File: src/rtl/biriscv_inst_encoder_pkg.sv
// Shared constants for the instruction encoder: request classes, base opcodes, funct7 values.
// The optional M-extension path is enabled by defining BIRISCV_ENC_MULDIV_EN.
package biriscv_inst_encoder_pkg;

    typedef enum logic [3:0] {
        ENC_ALU_R  = 4'd0,
        ENC_ALU_I  = 4'd1,
        ENC_LUI    = 4'd2,
        ENC_AUIPC  = 4'd3,
        ENC_LOAD   = 4'd4,
        ENC_STORE  = 4'd5,
        ENC_BRANCH = 4'd6,
        ENC_JAL    = 4'd7,
        ENC_JALR   = 4'd8,
        ENC_CSR    = 4'd9,
        ENC_LI     = 4'd10,
        ENC_MULDIV = 4'd11
    } enc_class_e;

    localparam logic [6:0] OPC_OP     = 7'b0110011;
    localparam logic [6:0] OPC_OP_IMM = 7'b0010011;
    localparam logic [6:0] OPC_LUI    = 7'b0110111;
    localparam logic [6:0] OPC_AUIPC  = 7'b0010111;
    localparam logic [6:0] OPC_LOAD   = 7'b0000011;
    localparam logic [6:0] OPC_STORE  = 7'b0100011;
    localparam logic [6:0] OPC_BRANCH = 7'b1100011;
    localparam logic [6:0] OPC_JAL    = 7'b1101111;
    localparam logic [6:0] OPC_JALR   = 7'b1100111;
    localparam logic [6:0] OPC_SYSTEM = 7'b1110011;

    localparam logic [6:0] F7_MULDIV  = 7'b0000001;

    // funct7 for R-type and shift-immediates: only bit 5 (SUB/SRA) varies
    function automatic logic [6:0] f7_alt(input logic alt);
        return {1'b0, alt, 5'b00000};
    endfunction

    typedef struct packed {
        logic [3:0]  cls;
        logic [2:0]  funct3;
        logic        alt;
        logic [4:0]  rd;
        logic [4:0]  rs1;
        logic [4:0]  rs2;
        logic [31:0] imm;
    } enc_fields_t;

endpackage

File: src/rtl/biriscv_inst_format.sv
// Combinational field-to-word packer for RV32I (and M when BIRISCV_ENC_MULDIV_EN is defined).
// LI is not handled here; the top level rewrites it into LUI/ADDI before packing.
module biriscv_inst_format
    import biriscv_inst_encoder_pkg::*;
(
    input  enc_fields_t f_i,
    output logic [31:0] word_o,
    output logic        supported_o
);

    logic [31:0] im;
    assign im = f_i.imm;

    always_comb begin
        word_o      = '0;
        supported_o = 1'b1;
        case (f_i.cls)
            ENC_ALU_R:  word_o = {f7_alt(f_i.alt), f_i.rs2, f_i.rs1, f_i.funct3, f_i.rd, OPC_OP};
            ENC_ALU_I: begin
                // SLLI/SRLI/SRAI carry a shamt plus funct7 instead of a 12-bit immediate
                if (f_i.funct3 == 3'b001 || f_i.funct3 == 3'b101)
                    word_o = {f7_alt(f_i.alt), im[4:0], f_i.rs1, f_i.funct3, f_i.rd, OPC_OP_IMM};
                else
                    word_o = {im[11:0], f_i.rs1, f_i.funct3, f_i.rd, OPC_OP_IMM};
            end
            ENC_LUI:    word_o = {im[31:12], f_i.rd, OPC_LUI};
            ENC_AUIPC:  word_o = {im[31:12], f_i.rd, OPC_AUIPC};
            ENC_LOAD:   word_o = {im[11:0], f_i.rs1, f_i.funct3, f_i.rd, OPC_LOAD};
            ENC_STORE:  word_o = {im[11:5], f_i.rs2, f_i.rs1, f_i.funct3, im[4:0], OPC_STORE};
            ENC_BRANCH: word_o = {im[12], im[10:5], f_i.rs2, f_i.rs1, f_i.funct3,
                                  im[4:1], im[11], OPC_BRANCH};
            ENC_JAL:    word_o = {im[20], im[10:1], im[11], im[19:12], f_i.rd, OPC_JAL};
            ENC_JALR:   word_o = {im[11:0], f_i.rs1, 3'b000, f_i.rd, OPC_JALR};
            ENC_CSR:    word_o = {im[11:0], f_i.rs1, f_i.funct3, f_i.rd, OPC_SYSTEM};
`ifdef BIRISCV_ENC_MULDIV_EN
            ENC_MULDIV: word_o = {F7_MULDIV, f_i.rs2, f_i.rs1, f_i.funct3, f_i.rd, OPC_OP};
`endif
            default:    supported_o = 1'b0;
        endcase
    end

endmodule

File: src/rtl/biriscv_inst_encoder.sv
// Instruction encoder top: request handshake, LI split into LUI/ADDI, registered output stage.
// Define BIRISCV_ENC_MULDIV_EN to accept ENC_MULDIV; otherwise it is reported via error_o.
module biriscv_inst_encoder
    import biriscv_inst_encoder_pkg::*;
(
    input  logic        clk_i,
    input  logic        rst_ni,
    input  logic        req_valid_i,
    output logic        req_accept_o,
    input  logic [3:0]  req_class_i,
    input  logic [2:0]  req_funct3_i,
    input  logic        req_alt_i,
    input  logic [4:0]  req_rd_i,
    input  logic [4:0]  req_rs1_i,
    input  logic [4:0]  req_rs2_i,
    input  logic [31:0] req_imm_i,
    output logic        inst_valid_o,
    input  logic        inst_accept_i,
    output logic [31:0] inst_opcode_o,
    output logic        inst_last_o,
    output logic        error_o
);

    typedef enum logic {ST_IDLE, ST_LI_LO} state_e;

    state_e      state_q, state_d;
    logic        valid_q, valid_d;
    logic [31:0] opcode_q, opcode_d;
    logic        last_q, last_d;
    logic        error_q, error_d;
    logic [4:0]  li_rd_q, li_rd_d;
    logic [11:0] li_lo_q, li_lo_d;

    logic        out_free, req_take;
    logic [19:0] li_hi;
    logic [11:0] li_lo;
    logic        is_li, li_two;
    enc_fields_t fmt_in;
    logic [31:0] fmt_word;
    logic        fmt_ok;

    assign out_free     = !valid_q || inst_accept_i;
    assign req_accept_o = rst_ni && (state_q == ST_IDLE) && out_free;
    assign req_take     = req_accept_o && req_valid_i;

    // hi is rounded so that the sign-extended ADDI of lo lands on the exact value
    assign li_hi  = req_imm_i[31:12] + {19'd0, req_imm_i[11]};
    assign li_lo  = req_imm_i[11:0];
    assign is_li  = (req_class_i == ENC_LI);
    assign li_two = is_li && (li_lo != 12'd0) && (li_hi != 20'd0);

    always_comb begin
        fmt_in = '{cls: req_class_i, funct3: req_funct3_i, alt: req_alt_i, rd: req_rd_i,
                   rs1: req_rs1_i, rs2: req_rs2_i, imm: req_imm_i};
        if (state_q == ST_LI_LO) begin
            fmt_in = '{cls: ENC_ALU_I, funct3: 3'b000, alt: 1'b0, rd: li_rd_q,
                       rs1: li_rd_q, rs2: 5'd0, imm: {20'd0, li_lo_q}};
        end else if (is_li) begin
            if (li_lo == 12'd0 || li_two)
                fmt_in = '{cls: ENC_LUI, funct3: 3'b000, alt: 1'b0, rd: req_rd_i,
                           rs1: 5'd0, rs2: 5'd0, imm: {li_hi, 12'd0}};
            else
                fmt_in = '{cls: ENC_ALU_I, funct3: 3'b000, alt: 1'b0, rd: req_rd_i,
                           rs1: 5'd0, rs2: 5'd0, imm: {20'd0, li_lo}};
        end
    end

    biriscv_inst_format u_format (
        .f_i         (fmt_in),
        .word_o      (fmt_word),
        .supported_o (fmt_ok)
    );

    always_comb begin
        state_d  = state_q;
        valid_d  = valid_q && !inst_accept_i;
        opcode_d = opcode_q;
        last_d   = last_q;
        error_d  = 1'b0;
        li_rd_d  = li_rd_q;
        li_lo_d  = li_lo_q;
        if (state_q == ST_LI_LO) begin
            if (out_free) begin
                valid_d  = 1'b1;
                opcode_d = fmt_word;
                last_d   = 1'b1;
                state_d  = ST_IDLE;
            end
        end else if (req_take) begin
            if (!fmt_ok) begin
                error_d = 1'b1;
            end else begin
                valid_d  = 1'b1;
                opcode_d = fmt_word;
                last_d   = !li_two;
                if (li_two) begin
                    state_d = ST_LI_LO;
                    li_rd_d = req_rd_i;
                    li_lo_d = li_lo;
                end
            end
        end
    end

    always_ff @(posedge clk_i or negedge rst_ni) begin
        if (!rst_ni) begin
            state_q  <= ST_IDLE;
            valid_q  <= 1'b0;
            opcode_q <= '0;
            last_q   <= 1'b0;
            error_q  <= 1'b0;
            li_rd_q  <= '0;
            li_lo_q  <= '0;
        end else begin
            state_q  <= state_d;
            valid_q  <= valid_d;
            opcode_q <= opcode_d;
            last_q   <= last_d;
            error_q  <= error_d;
            li_rd_q  <= li_rd_d;
            li_lo_q  <= li_lo_d;
        end
    end

    assign inst_valid_o  = valid_q;
    assign inst_opcode_o = opcode_q;
    assign inst_last_o   = last_q;
    assign error_o       = error_q;

endmodule

File: config.mk
export PLATFORM = sky130hd
export DESIGN_NAME = biriscv_inst_encoder
export DESIGN_NICKNAME = d
export VERILOG_FILES = /design/src/rtl/biriscv_inst_encoder_pkg.sv /design/src/rtl/biriscv_inst_format.sv /design/src/rtl/biriscv_inst_encoder.sv
export SDC_FILE = /design/constraint.sdc
export NUM_CORES = 1
export LEC_CHECK = 0
export BUFFER_PORTS_ARGS = -buffer_cell sky130_fd_sc_hd__buf_2
export CAP_MARGIN = 10
export CORE_UTILIZATION = 25
export CTS_CLUSTER_DIAMETER = 80
export DETAILED_ROUTE_END_ITERATION = 8
export PLACE_DENSITY_LB_ADDON = 0.08
export SLEW_MARGIN = 20
export SYNTH_ARGS = -nofsm -noshare
export SYNTH_HDL_FRONTEND = slang
export SYNTH_HIERARCHICAL = 1
export SYNTH_SLANG_ARGS = --single-unit
File: constraint.sdc
create_clock -name clk_i -period 6.88 [get_ports clk_i]
set_input_delay 0.688 -clock clk_i [delete_from_list [all_inputs] [get_ports clk_i]]
set_output_delay 0.688 -clock clk_i [all_outputs]
set_load 0.1 [all_outputs]
==> qor.yml <==
clock_tree:
  cts_buffer_depth: 2
  clkSinkCount: 53
  htreeDepth: 2
  cts_buffers: 5
  cts_hold_buf: 0
  worstSkewPairLatency_ns: 0.30
  root_buffer: "clkbuf_16"
  postCtsSetupBuffers: 0
  cts_tree: "built"
  post_cts_resized: 0
  clk_pin_slew_ns: 0.07
floorplanning:
  core_area_um2: 16000
  ios: 95
  start_util_pct: 25.87
  dieArea_um2: 17070
  die_y_um: 130.7
  rows: 46
  die_x_um: 130.7
timing:
  fmax_ghz: 0.1784
  slew_viol_final: 0
  finalSetupViolCount: 0
  setup_tns_ns: 0
  hold_ws_ns: 0.4952
  slew_headroom_pct: 46.97
  period_minus_slack_ns: 5.605
  rsz0062_at_grt: "false"
  period_share_pct: 81.47
  finClkSkew_ns: 0.007524
  max_slew.worst_pin.slew_ns: 0.7955
  hold_viol: 0
power:
  vdd.ir_drop.worst_uv: 158.5
  p_leak_nw: 2.211
  power_density_nw_per_um2: 282.5
yosys:
  yosys_register_bits: 53
  ys_types: 68
  synth_cells: 453
  synthMostInstantiatedCell: "nor2_1"
  synthTopCellsByArea: "dfrtp_1, mux2_2, mux2i_1, nor2_1, mux2_4"
  synth_enable_flop_cells: 0
  ys_seq_area_share_pct: 32.04
  yosysTopAreaCellShare_pct: 32.04
  synth-warning-count: 6
  synth_largest_area_cell: "dfrtp_1"
  syn_nets: 514
  async_reset_ff_share_pct: 100.0
  avgSynthCellArea_um2: 9.137
  synth_area_um2: 4139
  synth_common_cells: "nor2_1, dfrtp_1, mux2_2"
  synth_ff_type: "dfrtp_1"
layout:
  nets: 597
  antennaDiodeCount: 0
  synthToLayoutAreaGrowth_pct: 21.34
  fin_util_pct: 31.39
  multi_input_area_um2: 2655
  seq_area_um2: 1328
  fill_cells: 1789
  stdcell_count: 753
  drive_above_1_share_pct: 35.57
setup_path:
  required_ns: 7.07
  critPathKind: "in2reg"
  crit_fanout: 19
  arrival_ns: 5.80
  crit_path_end_kind: "flop"
  crit_path_start_kind: "input port"
flow_run:
  max_cap_violations: 0
drt:
  drc: 0
  drt-initial-drc-count: 160
  routed_wl_um: 13310
  vias_per_cell: 4.951
  postRouteAntennaNets: 0
  vias: 3728
  wl_per_cell_um: 17.68
  firstDrtPassIters: 4
global_route:
  grt_pass1_wl_um: 20510
  grtUsageTotal_pct: 16.08
  grt_antenna_before_repair: 0
  overflow: 0
  grt_max_degree: 56
  grt_pass1_vias: 3730
place:
  place_congestion: 0.7821
  io_buffers: 94
  hpwl_um: 10050
  dp.cells: 745
outcome:
  outcome: "finished clean"
min_path:
  hold_path.class: "reg2reg"
==> cell families (layout without fill, tap and decap cells) <==
group | count (synthesis) | count (layout) | synth area share, %
simple gates | 174 | 174 | 21.64
compound gates | 91 | 91 | 15.99
mux | 76 | 76 | 20.86
flops | 53 | 53 | 32.04
buf+inv | 35 | 119 | 4.020
xor+xnor | 22 | 22 | 4.837
fa+ha+maj | 2 | 2 | 0.6045
==> sequential cells by signal, indices dropped and copies added (netlist names) <==
register / count
state_q: 1
inst_last_o: 1
li_rd_q: 5
inst_opcode_o: 32
inst_valid_o: 1
li_lo_q: 12
error_o: 1
==> layout make-up <==
class                      instances  share of cell area (%)
clock buffer                       5                   2.491
clock inverter                     3                   1.370
inverter                           6                  0.4484
multi-input combinational        365                   52.87
sequential                        53                   26.43
tap                              216                   5.381
timing repair buffer             105                   11.01
==> critical path, stage by stage <==
cell and delay (ns):
buf_2 0.14, ha_1 0.26, ha_1 0.28, or3_1 0.38
a21boi_0 0.18, nand4_1 0.13, a2111oi_2 0.64, nand4_1 0.24
o311a_1 0.67, nor2_1 0.19, buf_4 0.21, inv_1 0.12
nand2_1 0.10, nand4_1 0.15, or3_2 0.51, a41oi_4 0.17
buf_4 0.33, mux2_2 0.38
==> routing by layer <==
layer / GRT usage (%) / routed length [µm] / share of wire, %
met1: 21.64 / 6375 / 48
met5: 0 / 0 / 0
met2: 25.89 / 6095 / 46
met3: 3.583 / 629 / 4.7
met4: 4.260 / 212 / 1.6
==> per-stage QoR <==
step	setup slack (ns)	instance area [µm²]	total power, W
2_1_floorplan	1.956	4139	0.0009593
3_3_place_gp	1.027	4828	0.001094
3_5_place_dp	0.9200	4828	0.001097
4_1_cts	1.260	5022	0.001439
5_1_grt	0.9211	5022	0.001486
6_report	1.275	5022	0.001419
==> layout by cell type (no fill, tap or decap), types with 3 or more instances in the layout <==
| cell | synthesis | final |
|---|---|---|
| a21boi_1 | 4 | 4 |
| a21o_1 | 5 | 5 |
| a21oi_1 | 15 | 15 |
| a221oi_1 | 4 | 4 |
| a22o_1 | 10 | 10 |
| a2bb2oi_1 | 4 | 4 |
| and3_1 | 15 | 15 |
| buf_2 | 3 | 94 |
| buf_4 | 4 | 11 |
| clkbuf_16 | 0 | 5 |
| dfrtp_1 | 53 | 52 |
| inv_1 | 4 | 4 |
| mux2_2 | 46 | 46 |
| mux2_4 | 9 | 9 |
| mux2i_1 | 21 | 21 |
| nand2_1 | 35 | 35 |
| nand2b_1 | 4 | 4 |
| nand3_1 | 9 | 9 |
| nand4_1 | 14 | 14 |
| nor2_1 | 54 | 54 |
| nor2b_1 | 4 | 4 |
| nor3_1 | 10 | 10 |
| nor4_1 | 8 | 8 |
| o21ai_0 | 17 | 17 |
| o21ai_1 | 5 | 4 |
| o22ai_1 | 3 | 3 |
| o2bb2ai_1 | 3 | 3 |
| or3_1 | 6 | 6 |
| or3_2 | 3 | 3 |
| xnor2_1 | 7 | 7 |
| xor2_1 | 14 | 14 |
==> power by group <==
group	internal [W]	leakage (nW)	switching [W]
logic	0.000151	1.45	0.000522
registers	0.000378	0.671	0.0000345
clock network	0.000210	0.0944	0.000123
==> path summary, 6_finish.rpt <==
| path | startpoint | end | slack (ns) | cells past startpoint |
|---|---|---|---|---|
| min in group asynchronous | rst_ni | inst_opcode_o[14] | 0.51 | 2 |
| max in group asynchronous | rst_ni | state_q | 5.82 | 2 |
| setup / recovery | req_imm_i[11] | li_rd_q[0] | 1.28 | 18 |
| hold / removal | inst_last_o | inst_last_o | 0.50 | 2 |
| hold reg to reg | inst_last_o | inst_last_o | 0.50 | 2 |
| setup reg to reg | state_q | li_rd_q[0] | 3.47 | 12 |
(Power assumes the default switching activity.)
